## config.mk

```make
export PLATFORM = sky130hd
export DESIGN_NAME = note_dispatcher
export DESIGN_NICKNAME = d
export VERILOG_FILES = /design/src/rtl/note_dispatcher.sv
export SDC_FILE = /design/constraint.sdc
export NUM_CORES = 1
export LEC_CHECK = 0
export BUFFER_PORTS_ARGS = -buffer_cell sky130_fd_sc_hd__buf_2
export CAP_MARGIN = 25
export CORE_AREA = 2 2 59 83
export DETAILED_ROUTE_END_ITERATION = 8
export DIE_AREA = 0 0 61 85
export PLACE_DENSITY_LB_ADDON = 0.3
export SYNTH_ARGS = -nofsm -noshare
export SYNTH_HDL_FRONTEND = slang
export SYNTH_SLANG_ARGS = --single-unit
```

## constraint.sdc

```tcl
create_clock -name clk -period 1.7 [get_ports clk]
set_input_delay 0.255 -clock clk [delete_from_list [all_inputs] [get_ports clk]]
set_output_delay 0.255 -clock clk [all_outputs]
set_load 0.02 [all_outputs]
```

## src/rtl/note_dispatcher.sv

```systemverilog
// Polyphonic note dispatcher: hands each song_reader note to the lowest free voice,
// times its duration in beats, and pulses note_done so song_reader can advance.
module note_dispatcher #(
    parameter int NUM_VOICES = 3,
    parameter int NOTE_W     = 6,
    parameter int DUR_W      = 6
) (
    input  logic                  clk,
    input  logic                  reset,
    input  logic                  play,
    input  logic                  beat,
    input  logic                  new_note,
    input  logic [NOTE_W-1:0]     note,
    input  logic [DUR_W-1:0]      duration,
    input  logic [NUM_VOICES-1:0] voice_done,
    output logic [NUM_VOICES-1:0] voice_load,
    output logic [NOTE_W-1:0]     voice_note,
    output logic [DUR_W-1:0]      voice_duration,
    output logic                  note_done,
    output logic [NUM_VOICES-1:0] voices_active,
    output logic                  stall
);

    typedef enum logic [2:0] {
        S_IDLE, S_ALLOC, S_WAIT_VOICE, S_HOLD, S_ADVANCE
    } state_t;

    state_t                  state_q, state_d;
    logic [NOTE_W-1:0]       pending_note_q, pending_note_d;
    logic [DUR_W-1:0]        pending_dur_q, pending_dur_d;
    logic [DUR_W-1:0]        beat_cnt_q, beat_cnt_d;
    logic [NUM_VOICES-1:0]   alloc_q, alloc_d;

    logic [NUM_VOICES-1:0]   free;
    logic [NUM_VOICES-1:0]   grant;
    logic [NUM_VOICES:0]     taken;
    logic                    in_alloc;
    logic                    is_rest;
    logic                    load_fire;

    // A voice finishing this cycle counts as free, so it can be reloaded immediately.
    assign free     = ~alloc_q | voice_done;
    assign taken[0] = 1'b0;

    generate
        for (genvar gi = 0; gi < NUM_VOICES; gi++) begin : g_prio
            assign grant[gi]   = free[gi] & ~taken[gi];
            assign taken[gi+1] = taken[gi] | free[gi];
        end
    endgenerate

    assign in_alloc  = (state_q == S_ALLOC) || (state_q == S_WAIT_VOICE);
    assign is_rest   = (pending_note_q == '0);
    assign load_fire = in_alloc && !is_rest && taken[NUM_VOICES];

    always_ff @(posedge clk or posedge reset) begin
        if (reset) begin
            state_q        <= S_IDLE;
            pending_note_q <= '0;
            pending_dur_q  <= '0;
            beat_cnt_q     <= '0;
            alloc_q        <= '0;
        end else begin
            state_q        <= state_d;
            pending_note_q <= pending_note_d;
            pending_dur_q  <= pending_dur_d;
            beat_cnt_q     <= beat_cnt_d;
            alloc_q        <= alloc_d;
        end
    end

    always_comb begin
        state_d        = state_q;
        pending_note_d = pending_note_q;
        pending_dur_d  = pending_dur_q;
        beat_cnt_d     = beat_cnt_q;
        // Clear-then-set ordering lets a finishing voice be re-loaded in the same cycle.
        alloc_d        = (alloc_q & ~voice_done) | voice_load;
        case (state_q)
            S_IDLE: begin
                if (new_note) begin
                    pending_note_d = note;
                    pending_dur_d  = duration;
                    state_d        = S_ALLOC;
                end
            end
            S_ALLOC, S_WAIT_VOICE: begin
                if (is_rest || taken[NUM_VOICES]) begin
                    beat_cnt_d = pending_dur_q;
                    state_d    = (pending_dur_q == '0) ? S_ADVANCE : S_HOLD;
                end else begin
                    state_d = S_WAIT_VOICE;
                end
            end
            S_HOLD: begin
                if (beat_cnt_q == '0) begin
                    state_d = S_ADVANCE;
                end else if (beat && play) begin
                    beat_cnt_d = beat_cnt_q - DUR_W'(1);
                end
            end
            S_ADVANCE: state_d = S_IDLE;
            default:   state_d = S_IDLE;
        endcase
    end

    always_comb begin
        voice_load     = load_fire ? grant : '0;
        voice_note     = load_fire ? pending_note_q : '0;
        voice_duration = load_fire ? pending_dur_q : '0;
        note_done      = (state_q == S_ADVANCE);
        stall          = in_alloc && !is_rest && !taken[NUM_VOICES];
        voices_active  = alloc_q;
    end

endmodule

```

==> metrics.md, run 1 <==
| Metric | Value |
|---|---|
| Syn nets | 154 |
| Routed len/inst | 13.1 um |
| Syn Std Cell Area | 1320 um2 |
| Crit path max fanout | 12 |
| Setup TNS | -4660 ps |
| Count leader, synth | dfrtp_1 |
| Crit path to | voice_duration[1] |
| Asr flop ratio synth | 100% |
| Average size of a mapped cell | 10.0 um2 |
| DR vias/cell | 4.68 |
| Delay-heaviest family, CP | simple AND/OR/NAND/NOR gates |
| Post-DP HPWL | 2300 um |
| Drt total wl | 3540 um |
| Chip Width | 61 um |
| EDFF count, synth | 0 |
| Period Utilization, post-route | 119% |
| Worst reg-to-reg path cell count | 8 |
| Gr usage total | 13.9% |
| Worst Hold Class | in -> async |
| Crit-path max cell delay | 420 ps |
| CTS Buf Count | 3 |
| Period minus WS final | 2020 ps |
| Worst-Skew Late Latency | 260 ps |
| Pin count of the biggest net entering global routing | 25 |
| YS warnings | 0 |
| Worst-Margin Slew | 327 ps |
| RSZ-0062 raised after global routing | yes |
| Crit path from | pending_note_q[3]$_DFFE_PP0P_ |
| Sw frac | 40.5% |
| Slowest cell on crit path | dfrtp_1 |
| Post-synth top flop | dfrtp_1 |
| Clock Pin Slew Worst Setup and Hold Paths | 80 ps |
| Critical path arrival | 1760 ps |
| Clock net sink count | 24 |
| Yosys top cell area share | 45.5% |
| Critical Path Start Type | flop |
| Slew HR | 78.1% |
| Critical path class | reg -> out |
| Endpoints failing hold | 0 |
| DRC | 0 |
| Yosys reg bits | 24 |
| # hold bufs at CTS | 0 |
| Vias in the first global route | 1278 |
| Max Clk Rate | 495 MHz |
| Core Box Area | 4460 um2 |
| Critical Path RT | 1440 ps |
| Max-slew violation count | 0 |
| Peak supply drop | 1.23 mV |
| First-pass GRT wire length | 5610 um |
| Worst Setup End Kind | primary output |
| Seq pwr share | 26.0% |
| Placed instance area | 1780 um2 |
| Internal power | 2500 uW |
| Status | finished with violations |
| Cell area after layout | 2060 um2 |
| Top-level port count | 40 |
| Clock Path Buffers | 2 |
| FF-to-FF End | beat_cnt_q[1]$_DFFE_PP0P_ |
| # port buffers | 39 |
| Pwr/cell area | 2030 nW/um2 |
| Antenna cells | 0 |
| Clk_skew | 2.95 ps |
| Finished Core Util | 46.3% |
| Critical Path, Cell by Cell | nor4_4 > nand2_1 > nor3b_4 > buf_6 > and2_2 > buf_2 |
| Post-synth top area cell | dfrtp_1 |
| Yosys cell types | 35 |
| Max H-tree Level | 1 |
| Antenna violations before repair | 0 |
| Drt first pass iters | 4 |
| # Max-Cap Violations | 0 |
| Endpoints failing setup | 16 |
| Static Leak | 0.000994 uW |
| Gp weighted congestion | 0.801 |
| Top post-synthesis cells by area | dfrtp_1, mux2_2, and2_1 |
| Switch Pwr | 1700 uW |
| Worst r2r src | pending_note_q[3]$_DFFE_PP0P_ |
| Routed Antenna Nets | 0 |
| Cell Rows | 29 |
| Layout cells sized above 1 | 56.0% |
| Die ar. | 5190 um2 |
| Gate Count Post-Synth | 132 |
| Fin worst setup slack | -319 ps |
| CTS tree | yes |
| Buffers and inverters on the worst path | 2 |
| Vias post-DR | 1269 |
| Area grow syn2layout | 56.4% |
| Root Driver | clkbuf_8 |
| 1st-iter DRT viols | 10 |
| Remaining Overflow, GRT | 0 |
| Critical path depth | 6 |
| Clock power frac | 9.2% |
| Starting Density | 29.6% |
| Register area share after synthesis | 45.5% |
| Reg2Reg Setup Slack | 20 ps |
| Nets | 232 |
| Die Height | 85 um |
| Failing checks | setup timing |
| Combinational Power Share | 64.8% |
| Synth top cells by count | dfrtp_1, and2_1, nand2_1 |
[layer usage]
layer  wire length, um  up-vias  global-route usage (%)
li1                  -      617                       -
met1              1410      608                    16.7
met3               146        8                    1.52
met2              1890       36                    23.8
met5                 0        -                       0
met4                91        0                    6.72
[worst min path at each step]
stage | start | endpoint | slack [ps] | depth (start not counted)
after floorplan | reset | beat_cnt_q[0]$_DFFE_PP0P_ | 270 | 1
after global placement | reset | state_q[2]$_DFFE_PP0P_ | 320 | 3
after detailed placement | reset | state_q[2]$_DFFE_PP0P_ | 320 | 3
after CTS | reset | state_q[2]$_DFFE_PP0P_ | 30 | 3
after global routing | reset | voices_active[0]$_DFF_PP0_ | 50 | 3
final | reset | state_q[0]$_DFFE_PP0P_ | 20 | 3
[power groups by stage]
stage / sequential, uW / clock (uW) / combinational, uW
6_report: 1090 / 388 / 2720
3_5_place_dp: 1080 / 0 / 2150
3_3_place_gp: 1070 / 0 / 2160
2_1_floorplan: 1080 / 0 / 1350
5_1_grt: 1130 / 421 / 2960
4_1_cts: 1090 / 407 / 2450
[cell usage in the layout, fill, tap and decap left out, types with 3 or more instances in the layout]
| master | synthesis | layout |
|---|---|---|
| a21o_1 | 3 | 3 |
| buf_6 | 0 | 14 |
| buf_4 | 2 | 31 |
| nor2_1 | 8 | 7 |
| buf_2 | 1 | 31 |
| nand2_1 | 13 | 12 |
| clkbuf_8 | 0 | 4 |
| mux2_2 | 11 | 10 |
| or2_2 | 4 | 4 |
| dfrtp_1 | 24 | 24 |
| inv_1 | 5 | 5 |
| and2_2 | 0 | 10 |
| o21ai_1 | 1 | 3 |
| nand3_1 | 3 | 3 |
| o21ai_0 | 8 | 6 |
| a21oi_1 | 8 | 8 |
[stage by stage]
stage | power (uW) | setup WS [ps] | cells | hold slack [ps]
finish | 4200 | -319 | 271 | 21.7
global placement | 3230 | -119 | 255 | 320
CTS | 3950 | -341 | 264 | 25.2
detailed placement | 3230 | -140 | 255 | 320
floorplan | 2430 | 16.7 | 132 | 270
global route | 4510 | -372 | 271 | 52.6
[cells by family (layout without fill, tap and decap cells)]
kind of cell               count (synthesis)  count (layout)  synth area share, %
and+or+nand+nor                           59              59                 26.7
AOI/OAI and AO/OA                         26              27                 12.4
DFF                                       24              24                 45.5
adders and majority gates                  2               2                 1.90
buffers and inverters                      9              85                 3.22
muxes                                     12              12                 10.2
[registers in the layout (all words and copies together) (netlist names)]
name            cells
voices_active       3
pending_note_q      6
pending_dur_q       6
state_q             3
beat_cnt_q          6
[area by class of cell]
class | instances | area (um2)
sequential | 24 | 601
fill | 433 | 2400
multi-input combinational | 100 | 767
clock buffer | 4 | 55.1
tap | 62 | 77.6
timing repair buffer | 76 | 546
inverter | 5 | 18.8
[repair_timing]
action / 4_1_cts / 5_1_grt
pin swaps: 4 / 4
setup endpoints to repair: 23 / 34
buffers inserted: 5 / 5
resized for setup: 18 / 20
gates cloned: 0 / 2
[worst register-to-register path, cell delays in order, from the launching register on]
cell and delay [ps]:
dfrtp_1 420, nor4_4 320, buf_4 170, a211oi_4 60, buf_4 160, o22ai_4 220, buf_4 160, nand2_1 40
o21ai_1 70
Power figures use the tool's default switching activity.
==> run 2, diff against run 1 <==
--- a/config.mk
+++ b/config.mk
@@ -7,10 +7,12 @@
 export LEC_CHECK = 0
 export BUFFER_PORTS_ARGS = -buffer_cell sky130_fd_sc_hd__buf_2
 export CAP_MARGIN = 25
-export CORE_AREA = 2 2 59 83
+export CORE_AREA = 2 2 69 71
 export DETAILED_ROUTE_END_ITERATION = 8
-export DIE_AREA = 0 0 61 85
+export DIE_AREA = 0 0 71 73
 export PLACE_DENSITY_LB_ADDON = 0.3
+export SETUP_SLACK_MARGIN = 0.05
+export SLEW_MARGIN = 25
 export SYNTH_ARGS = -nofsm -noshare
 export SYNTH_HDL_FRONTEND = slang
 export SYNTH_SLANG_ARGS = --single-unit
==> metrics.md, run 2 (synthesis gave the netlist of run 1 again) <==
| Metric | Value |
|---|---|
| Failing checks | setup timing |
| Placed instance area | 1740 um2 (-2.3%) |
| CTS tree | yes |
| Critical path class | reg -> out |
| Worst Hold Class | in -> async |
| Core Box Area | 4540 um2 (+1.6%) |
| Status | finished with violations |
| WHS | 16.1 ps (-5.64 ps) |
| Crit path max fanout | 9 (-3) |
| Switch Pwr | 1830 uW (+7.8%) |
| DRC | 0 (unchanged) |
| Worst-Margin Slew | 356 ps (+29.2 ps) |
| Setup TNS | -4150 ps (+502 ps) |
| Pre-CTS WS | -101 ps (+38.9 ps) |
| Routed len/inst | 14.1 um (+8.3%) |
| Routed Antenna Nets | 0 (unchanged) |
| First-pass GRT wire length | 5120 um (-8.7%) |
| Clock Path Buffers | 2 (unchanged) |
| CTS Buf Count | 3 (unchanged) |
| Gp weighted congestion | 0.768 (-4.2%) |
| Layout cells sized above 1 | 61.3% (+5.3 points) |
| Worst Setup End Kind | primary output |
| Most common cell after layout, fill and taps aside | buf_2 |
| Seq pwr share | 25.0% (-1.0 points) |
| Antenna violations before repair | 0 (unchanged) |
| Peak supply drop | 0.872 mV (-29%) |
| Drt total wl | 3650 um (+3.1%) |
| Root Driver | clkbuf_8 |
| Pin count of the biggest net entering global routing | 25 (unchanged) |
| Chip Width | 71 um (+16%) |
| Drt first pass iters | 4 (unchanged) |
| Static Leak | 0.00103 uW (+3.3%) |
| Max Clk Rate | 503 MHz (+1.5%) |
| Die ar. | 5180 um2 (about the same) |
| Nets | 227 (-2.2%) |
| Biggest regs | beat_cnt_q x6, pending_dur_q x6, pending_note_q x6 |
| Sw frac | 40.2% (-0.31 points) |
| Pwr/cell area | 2130 nW/um2 (+4.8%) |
| # Max-Cap Violations | 0 (unchanged) |
| Critical path arrival | 1730 ps (-30 ps) |
| Clk_skew | 4.07 ps (+1.12 ps) |
| DP Cell Count | 243 (-4.7%) |
| Fin worst setup slack | -289 ps (+30.3 ps) |
| Most frequent cells in the layout | buf_2, buf_4, dfrtp_1, buf_6 |
| Die Height | 73 um (-14%) |
| # port buffers | 39 (unchanged) |
| Worst-Skew Late Latency | 270 ps (about the same) |
| Antenna cells | 0 (unchanged) |
| Period Utilization, post-route | 117% (-1.8 points) |
| Critical Path RT | 1440 ps (about the same) |
| Max H-tree Level | 1 (unchanged) |
| Endpoints failing setup | 16 (unchanged) |
| Starting Density | 29.1% (-0.47 points) |
| Area grow syn2layout | 62.1% |
| DR vias/cell | 4.81 (+2.6%) |
| Critical Path Start Type | flop |
| Combinational Power Share | 63.8% (-1.0 points) |
| Internal power | 2730 uW (+9.1%) |
| Cell area after layout | 2140 um2 (+3.6%) |
| Vias in the first global route | 1115 (-13%) |
| # hold bufs at CTS | 0 (unchanged) |
| Clock net sink count | 24 (unchanged) |
| Clock power frac | 11.2% (+2.0 points) |
| RSZ-0062 raised after global routing | yes |
| Remaining Overflow, GRT | 0 (unchanged) |
| Period minus WS final | 1990 ps (-30.3 ps) |
| Layout Cells excl Fill | 258 (-4.8%) |
| Cell Rows | 25 (-14%) |
| Clock Pin Slew Worst Setup and Hold Paths | 90 ps (about the same) |
| Endpoints failing hold | 0 (unchanged) |
| Max-slew violation count | 0 (unchanged) |
| Vias post-DR | 1240 (-2.3%) |
| 1st-iter DRT viols | 66 (+56) |
| Top-level port count | 40 (unchanged) |
| Gr usage total | 12.5% (-1.4 points) |
| Slew HR | 76.1% (-2.0 points) |
| Post-DP HPWL | 2270 um (-1.2%) |
| Fill count | 429 (-0.92%) |
-- run 2: layout make-up --
class	instances	area [um2]	area share, %
Sequential cell	24	601	28.1
Clock inverter	1	30.0	1.40
Tap cell	54	67.6	3.16
Inverter	5	18.8	0.877
Timing Repair Buffer	71	508	23.7
Multi-Input combinational cell	100	873	40.8
Clock buffer	3	41.3	1.93
-- run 2: metrics by stage --
| step | power [uW] | util [%] |
|---|---|---|
| 6_report | 4560 | 47.2 |
| 2_1_floorplan | 2430 | - |
| 3_3_place_gp | 3170 | 38.3 |
| 3_5_place_dp | 3180 | 38.3 |
| 5_1_grt | 4860 | 47.2 |
| 4_1_cts | 4130 | 43.7 |
-- run 2: repair_timing --
item / 4_1_cts / 5_1_grt
setup endpoints to repair: 23 / 36
pin swaps: 6 / 7
gates cloned: 1 / 1
setup buffers: 4 / 5
resized for setup: 32 / 34
-- run 2: final timing paths --
check                                                endpoint                          start  slack [ps]  depth (start not counted)
min in group clk                   voices_active[2]$_DFF_PP0_                  voice_done[2]         180                          2
max in group asynchronous       pending_note_q[4]$_DFFE_PP0P_                          reset        1450                          3
worst min register to register  pending_note_q[5]$_DFFE_PP0P_  pending_note_q[5]$_DFFE_PP0P_         560                          1
worst max register to register      beat_cnt_q[1]$_DFFE_PP0P_         state_q[0]$_DFFE_PP0P_          60                          7
worst min-delay path             pending_dur_q[3]$_DFFE_PP0P_                          reset          20                          3
worst max-delay path                            voice_note[0]  pending_note_q[3]$_DFFE_PP0P_        -290                          6
-- run 2: routing by layer --
| metal | part of all wire, % | GRT usage [%] |
|---|---|---|
| met5 | 0 | 0 |
| met4 | 0.44 | 2.52 |
| met3 | 3.8 | 2.76 |
| met2 | 52 | 22.4 |
| met1 | 44 | 15.4 |
-- run 2: power groups by stage --
stage	Sequential (uW)	Clock, uW	Combinational, uW
2_1_floorplan	1080	0	1350
4_1_cts	1110	518	2500
3_3_place_gp	1090	0	2090
3_5_place_dp	1090	0	2090
5_1_grt	1180	538	3150
6_report	1140	510	2910
-- run 2: critical path, stage by stage (launching register included) --
cell and delay [ps]:
dfrtp_1 410, nor4_4 310, nand2_1 100, nor3b_4 170, buf_6 140, and2_2 180, buf_2 150
